## src/rtl/bcd_ascii_streamer.sv

```systemverilog
// bcd_ascii_streamer: emits a packed BCD value as ASCII characters, most
// significant digit first, over a byte stream. Leading zeros can be dropped
// and a CR/LF pair can be appended after the last digit.
//
// Byte stream handshake: tx_valid/tx_data are registered. A character moves
// on a rising edge where tx_valid && tx_ready. Once tx_valid is raised it stays
// high, and tx_data stays unchanged, until that transfer edge.
module bcd_ascii_streamer #(
    parameter int DIGITS         = 4,
    parameter int SUPPRESS_ZEROS = 1,
    parameter int APPEND_CRLF    = 1
) (
    input  logic                  clk,
    input  logic                  rst,
    input  logic                  start,
    input  logic [4*DIGITS-1:0]   bcd_in,
    output logic                  busy,
    output logic [7:0]            tx_data,
    output logic                  tx_valid,
    input  logic                  tx_ready,
    output logic                  done,
    output logic [2:0]            dbg_state
);

    localparam int IW = (DIGITS > 1) ? $clog2(DIGITS) : 1;
    localparam logic [IW-1:0] LAST_IDX = IW'(DIGITS - 1);

    localparam logic [2:0] S_IDLE   = 3'd0;
    localparam logic [2:0] S_SELECT = 3'd1;
    localparam logic [2:0] S_SEND   = 3'd2;
    localparam logic [2:0] S_CR     = 3'd3;
    localparam logic [2:0] S_LF     = 3'd4;
    localparam logic [2:0] S_DONE   = 3'd5;

    logic [2:0]          r_state;
    logic [4*DIGITS-1:0] r_shadow;
    logic [IW-1:0]       r_idx;
    logic                r_seen_nz;
    logic [7:0]          r_tx_data;
    logic                r_tx_valid;

    logic [3:0]          w_nib;
    logic [7:0]          w_ascii;
    logic                w_skip;
    logic                w_xfer;

    // Current digit, its ASCII code, and whether it is a suppressed leading zero.
    // Invalid nibbles print as '0' but still count as nonzero for suppression.
    always_comb begin
        w_nib   = r_shadow[{r_idx, 2'b00} +: 4];
        w_ascii = (w_nib <= 4'd9) ? {4'h3, w_nib} : 8'h30;
        w_skip  = (SUPPRESS_ZEROS != 0) && (w_nib == 4'd0) && !r_seen_nz
                  && (r_idx != '0);
        w_xfer  = r_tx_valid && tx_ready;
    end

    // Sequencer: digit selection, character load, and handshake tracking.
    always_ff @(posedge clk or posedge rst) begin
        if (rst) begin
            r_state    <= S_IDLE;
            r_shadow   <= '0;
            r_idx      <= '0;
            r_seen_nz  <= 1'b0;
            r_tx_data  <= 8'h00;
            r_tx_valid <= 1'b0;
        end else begin
            case (r_state)
                S_IDLE: begin
                    if (start) begin
                        r_shadow  <= bcd_in;
                        r_idx     <= LAST_IDX;
                        r_seen_nz <= 1'b0;
                        r_state   <= S_SELECT;
                    end
                end
                S_SELECT: begin
                    if (w_skip) begin
                        r_idx <= r_idx - 1'b1;
                    end else begin
                        r_tx_data  <= w_ascii;
                        r_tx_valid <= 1'b1;
                        r_seen_nz  <= 1'b1;
                        r_state    <= S_SEND;
                    end
                end
                S_SEND: begin
                    if (w_xfer) begin
                        if (r_idx != '0) begin
                            r_idx      <= r_idx - 1'b1;
                            r_tx_valid <= 1'b0;
                            r_state    <= S_SELECT;
                        end else if (APPEND_CRLF != 0) begin
                            // CR goes out back-to-back with the last digit.
                            r_tx_data <= 8'h0D;
                            r_state   <= S_CR;
                        end else begin
                            r_tx_valid <= 1'b0;
                            r_state    <= S_DONE;
                        end
                    end
                end
                S_CR: begin
                    if (w_xfer) begin
                        r_tx_data <= 8'h0A;
                        r_state   <= S_LF;
                    end
                end
                S_LF: begin
                    if (w_xfer) begin
                        r_tx_valid <= 1'b0;
                        r_state    <= S_DONE;
                    end
                end
                S_DONE: begin
                    r_state <= S_IDLE;
                end
                default: begin
                    r_tx_valid <= 1'b0;
                    r_state    <= S_IDLE;
                end
            endcase
        end
    end

    // Status outputs decode directly from the state register.
    always_comb begin
        busy      = (r_state != S_IDLE);
        done      = (r_state == S_DONE);
        tx_data   = r_tx_data;
        tx_valid  = r_tx_valid;
        dbg_state = r_state;
    end

endmodule

```

## config.mk

```make
export PLATFORM = sky130hd
export DESIGN_NAME = bcd_ascii_streamer
export DESIGN_NICKNAME = d
export VERILOG_FILES = /design/src/rtl/bcd_ascii_streamer.sv
export SDC_FILE = /design/constraint.sdc
export NUM_CORES = 1
export LEC_CHECK = 0
export ABC_AREA = 1
export BUFFER_PORTS_ARGS = -buffer_cell sky130_fd_sc_hd__buf_2
export CAP_MARGIN = 20
export CORE_UTILIZATION = 48
export DETAILED_ROUTE_END_ITERATION = 16
export GPL_ROUTABILITY_DRIVEN = 0
export HOLD_SLACK_MARGIN = 0.1
export PLACE_DENSITY = 0.79
export RECOVER_POWER = 25
export SLEW_MARGIN = 20
export SYNTH_ARGS = -nofsm -noshare
export SYNTH_HDL_FRONTEND = slang
export SYNTH_SLANG_ARGS = --single-unit
export TNS_END_PERCENT = 30
```

## constraint.sdc

```tcl
create_clock -name clk -period 1.42 [get_ports clk]
set_input_delay 0.284 -clock clk [delete_from_list [all_inputs] [get_ports clk]]
set_output_delay 0.284 -clock clk [all_outputs]
set_load 0.02 [all_outputs]
```

Yosys cells after proc, flatten, opt, wreduce, memory -nomap -nowiden
Cells that the tools add are included.
{"block": "totals", "in_bits": 20, "ramBits": 0, "n_memories": 0, "elab_cells": 66, "latch_bits": 0, "rom_bits": 0, "register_bits": 31, "out_inout_bits": 14}
{"block": "op_classes", "n_mul": 0, "n_eq_ne": 13, "magnitude_cmp": 1, "n_mux": 25, "n_addsub": 1, "div_mod_pow": 0, "bitwise": 1, "shift": 1, "n_reduce_logical": 18}
{"op": "2-to-1 mux 8 bit", "count": 4}
{"op": "case mux 8 bit (3 select lines)", "count": 1}
{"op": "AND reduction 5 bit", "count": 4}
{"op": "inequality test 2 bit, second input constant", "count": 8}
{"op": "variable part select 16 x 5 -> 4 bit", "count": 1}
{"op": "2-to-1 mux 3 bit", "count": 5}
{"op": "case mux 3 bit (5 select lines)", "count": 1}
{"op": "2-to-1 mux 2 bit", "count": 5}
{"op": "nonzero test 3 bit", "count": 3}
{"op": "equality test 3 x 2 -> 1 bit, second input constant", "count": 2}
{"op": "equality test 3 bit, second input constant", "count": 2}
{"op": "case mux 2 bit (3 select lines)", "count": 1}
{"op": "2-to-1 mux 1 bit", "count": 5}
{"op": "less-or-equal comparator 4 bit, second input constant", "count": 1}
{"op": "logical NOT 4 bit", "count": 1}
{"op": "2-to-1 mux 4 bit", "count": 1}
{"op": "case mux 1 bit (4 select lines)", "count": 1}
{"op": "nonzero test 2 bit", "count": 2}
{"op": "equality test 3 x 1 -> 1 bit, second input constant", "count": 1}
{"op": "logical AND 1 bit", "count": 3}
{"op": "logical NOT 3 bit", "count": 1}
{"op": "AND reduction 3 bit", "count": 1}
{"op": "OR reduction 3 bit", "count": 1}
{"op": "case mux 1 bit (2 select lines)", "count": 1}
{"op": "other kinds (4)", "count": 4}

Logic depth before layout (Yosys ltp)
{"block": "depth", "ltp_word": 6, "depth_mapped": 11, "mapped_depth_nobuf": 11}

Worst setup path before layout
Ideal clock, no wire load.
{"block": "synth_path", "path_type": "register to register", "from": "reg r_state[0] (netlist: dbg_state[0])", "to": "reg r_shadow[0]", "synth_period_minus_slack_ns": 1.450, "required_time_ns": 1.304, "stages_incl_launch_ff": 9, "arrival_ns": 1.334, "setup_time_ns": 0.116, "slack_ns": -0.030, "n_path_buf": 2, "cell_sequence": "dfrtp_1 buf_4 nor2_4 nand2_4 nor2_8 inv_2 buf_2 nand2_1 nand2_1"}
{"block": "synth_via", "elab_chain_cells": 2}
{"element": "start: declaration", "line_no": "35", "text": "logic [2:0] r_state;"}
{"element": "start signal: assignment", "line_no": "60", "text": "r_state <= S_IDLE;"}
{"element": "start signal: assignment", "line_no": "73", "text": "r_state <= S_SELECT;"}
{"element": "start signal: assignment", "line_no": "83", "text": "r_state <= S_SEND;"}
{"element": "logical NOT 3 bit", "line_no": "67", "text": "case (r_state)"}
{"element": "AND reduction 2 bit (no source line)"}
{"element": "end signal: assignment", "line_no": "70", "text": "r_shadow <= bcd_in;"}
{"element": "end: declaration", "line_no": "36", "text": "logic [4*DIGITS-1:0] r_shadow;"}
Every way passes these cells.
A chain may end at the register's enable or synchronous reset.

Worst setup path after layout
{"block": "layout_path", "from": "reg r_idx[0]", "to": "reg r_idx[0]"}
{"block": "layout_via", "elab_chain_cells": 6, "word_cells_on_any_way": 13, "classes_between": "add/sub: 1; eq/ne: 2; shift: 1; mux: 4; reduce/logical: 5"}
{"element": "start: declaration", "line_no": "37", "text": "logic [IW-1:0] r_idx;"}
{"element": "start signal: assignment", "line_no": "78", "text": "r_idx <= r_idx - 1'b1;"}
{"element": "start signal: assignment", "line_no": "89", "text": "r_idx <= r_idx - 1'b1;"}
{"element": "variable part select 16 x 5 -> 4 bit", "line_no": "50", "text": "w_nib = r_shadow[{r_idx, 2'b00} +: 4];"}
{"element": "logical NOT 4 bit", "line_no": "52", "text": "w_skip = (SUPPRESS_ZEROS != 0) && (w_nib == 4'd0) && !r_seen_nz"}
{"element": "logical AND 1 bit", "line_no": "52"}
{"element": "logical AND 1 bit", "line_no": "53", "text": "&& (r_idx != '0);"}
{"element": "inequality test 2 bit (no source line)"}
{"element": "AND reduction 5 bit (no source line)"}
Several ways; a longest one is shown, not always the timed one. The select of a mux whose other input is x is not followed.

==> results.md <==
- Worst hold start: bcd_in[5]
- Gate count of the mapped netlist: ~210
- Nature of the critical path endpoint: register
- I/O pin cnt: 34
- Fraction of the cycle the final worst path needs: 104.0%
- Core Area: 3078 um2
- Vias per inst: 4.798
- Standard-cell row count: 20
- Final non-filler cell area: ~2100 um2
- Clock latency at the later pin of the worst-skew pair: around 0.33 ns
- X dimension of the die: between 50 and 60 um
- Global-route usage over all layers: 21.64%
- Number of CTS-inserted buffers: 3
- DR iter-0 viols: 67
- Placed instance area: 1829 um2
- Status: finished with violations
- Clock-pin slew of the registers on the worst-case setup and hold paths: ~0.15 ns
- Wire length of the first global-routing pass: roughly 5700 um
- Cell count of the worst hold path: 3
- Total via count after detailed routing: roughly 1500
- Sequential fraction of the synthesis area: 44.91%
- Ratio of cells with drive above 1 in the final layout: just under 40%
- CP Class: register to register
- Number of nets with antenna violations after detailed routing: 0
- Total grt overflow: 0
- Routed length per instance: roughly 11 um
- Total leakage power: ~1.1 nW
- CTS root buf: sky130_fd_sc_hd__clkbuf_4
- Number of antenna cells inserted: 0
- Number of cell instances on the worst register-to-register path: 11
- Number of global-route vias before repair: 1398
- Largest net degree at the start of global routing: 29
- Detailed Routing Iterations Pass 1: 4
- H-tree depth reported by CTS: 1
- Total clock sinks: 28
- Critical path launch point: r_idx[0]
- Critical-path maximum fanout: 6
- Cell-by-cell trace of the critical path: buf_6, nand2_2, o21ai_1, nand2_1, nand2_4, nor2_4, nand2_2, nand2_4, nand2_2, nand2_1, nand2_1
- Category of the worst setup path launch point: register
- Height of the die: 59.02 um
- Endpoints failing hold: 0
- Yosys warning total: 0
- Util after Layout: a little under 70%
- Unrepaired setup endpoints after global routing: true
- Buffer depth of the longest clock path: 2
- Post-synth design cell area: around 1600 um2
- Floorplan die area: about 3500 um2
- Reported max-cap violation count: 0
- Number of design rule violations left after detail routing: 0
- Min cycle time layout: ~1.5 ns
- Synth-to-Final Area Change: 34.48%
- Most common cell after layout, fill and taps aside: sky130_fd_sc_hd__nand2_1
- Avg Inst Size Synth: between 7 and 8 um2
- Min-Delay Path Class: input pin to register
- Final Max Slew Viols: 0
- Initial standard-cell utilization of the core: 50.69%
- Crit path arrival time: 1.72 ns
- Number of nets in the final layout: 285
- Final count of negative-setup-slack endpoints: 12
- CP max-delay cell: sky130_fd_sc_hd__dfrtp_1
- Tightest slew margin relative to the limit: 54.95%
- Cell area power density: approximately 2500 nW/um2
- Worst Max-Slew Pin Slew: 0.6758 ns
- Detailed Place HPWL: ~2300 um
- Fmax achieved: ~680 MHz
- Data required time of the worst path: roughly 1.7 ns
- PnR worst setup slack: -0.05635 ns
- Number of synthesized register bits: 28
- Commonest cells after routing, fill and taps aside: 83 x sky130_fd_sc_hd__nand2_1, 29 x sky130_fd_sc_hd__buf_2, 26 x sky130_fd_sc_hd__dfrtp_1, 20 x sky130_fd_sc_hd__buf_4, 16 x sky130_fd_sc_hd__nand2_2
- Initial antenna violation count: 0
- Post-route worst hold slack: between 0.1 and 0.15 ns
- Buffers added on ports: 31
- Clock tree from TritonCTS: built
- Longest individual stage delay on the worst path: ~0.45 ns
- Layout Skew: 0.004208 ns
- Unique cell type count in the Yosys netlist: 26
- Total wirelength of the detailed-routed design: 3262 um
- R2R Path Start: r_idx[0]
- Worst VDD drop: a little over 0.001 V
- Failing checks: setup timing
[final timing paths]
| check | endpoint | slack (ns) |
|---|---|---|
| max in group asynchronous | dbg_state[0] | 0.31 |
| hold / removal | r_shadow[5] | 0.14 |
| min in group asynchronous | tx_data[0] | 0.65 |
| setup reg to reg | r_idx[0] | -0.06 |
| setup / recovery | r_idx[0] | -0.06 |
| hold reg to reg | tx_data[3] | 0.49 |
[logic make-up (layout without fill, tap and decap cells)]
logic type      count (synthesis)  after routing  share of synthesized area, %
simple gates                  140            140                         41.54
flops                          28             28                         44.91
buf+inv                        25             79                         7.859
compound gates                 13             13                         4.651
fa+ha+maj                       1              1                        0.8018
other cells                     1              2                        0.2403
[per-layer routing]
layer,track usage (%),vias up,wire (um)
li1,-,749,-
met1,27.63,681,1540
met2,37.50,36,1575
met3,1.965,7,103
met4,9.184,0,44
met5,0,-,0
[cells in the mapped netlist]
cell type	count	area (um2)
sky130_fd_sc_hd__a21boi_0	1	7.510
sky130_fd_sc_hd__nand3_4	1	17.52
sky130_fd_sc_hd__nand3_1	14	70.07
sky130_fd_sc_hd__buf_6	1	11.26
sky130_fd_sc_hd__nand4_1	3	18.77
sky130_fd_sc_hd__nor2_2	1	6.260
sky130_fd_sc_hd__nor2_1	12	45.04
sky130_fd_sc_hd__nor2_8	1	20.02
sky130_fd_sc_hd__inv_2	5	18.77
sky130_fd_sc_hd__a21oi_1	3	15.01
sky130_fd_sc_hd__o21ai_1	3	15.01
sky130_fd_sc_hd__o21ai_0	4	20.02
sky130_fd_sc_hd__o21ai_2	1	8.760
sky130_fd_sc_hd__nand2_2	5	31.28
sky130_fd_sc_hd__conb_1	1	3.750
sky130_fd_sc_hd__nor3_1	1	5.000
sky130_fd_sc_hd__inv_1	12	45.04
sky130_fd_sc_hd__buf_2	2	10.01
sky130_fd_sc_hd__nor3_2	1	10.01
sky130_fd_sc_hd__nand2_1	95	356.6
sky130_fd_sc_hd__o22ai_1	1	6.260
sky130_fd_sc_hd__ha_1	1	12.51
sky130_fd_sc_hd__buf_4	5	37.54
sky130_fd_sc_hd__dfrtp_1	28	700.7
sky130_fd_sc_hd__nor2_4	3	33.78
sky130_fd_sc_hd__nand2_4	3	33.78
[metrics by stage]
step                setup slack, ns  total power [W]  TNS [ns]  std cells
global placement          -0.009352         0.004106  -0.01840        289
finish                     -0.05635         0.005335   -0.4181        307
floorplan                 -0.009072         0.003457  -0.01600        209
global route                -0.1749         0.005852    -1.827        307
detailed placement         -0.05428         0.004167   -0.1053        289
CTS                        -0.05138         0.005096   -0.1033        304
[final cells by class]
cell class,instances,area [um2]
Clock buffer,3,22.52
Clock inverter,1,30.03
Fill cell,278,979.7
Inverter,17,66.31
Multi-Input combinational cell,156,823.3
Sequential cell,28,703.2
Tap cell,44,55.05
Timing Repair Buffer,58,397.9
[power by group]
part / internal (W) / total (W) / switching (W)
Sequential: 0.00118 / 0.00146 / 0.000278
Combinational: 0.00145 / 0.00335 / 0.00190
Clock: 0.000286 / 0.000528 / 0.000243
[worst max-delay path: cells and delay by family (launching register included)]
| kind | cells | cell delay (ns) |
|---|---|---|
| AO/OA/AOI/OAI | 1 | 0.06 |
| buffers and inverters | 1 | 0.16 |
| flip-flops | 1 | 0.45 |
| AND/OR/NAND/NOR | 9 | 0.72 |
[timing repair]
action / 4_1_cts / 5_1_grt
cloned: 1 / 0
setup buffers: 9 / 3
resized for setup: 21 / 14
hold buffers: 1 / 0
setup endpoints to repair: 13 / 19
hold endpoints to repair: 28 / 0
pin swaps: 11 / 5
[sequential cells by signal, summed over array words and instances (netlist names)]
signal,count
dbg_state,3
r_idx,2
r_seen_nz,1
r_shadow,16
tx_data,5
tx_valid,1
Note: power is estimated with default switching activity, not from simulation.
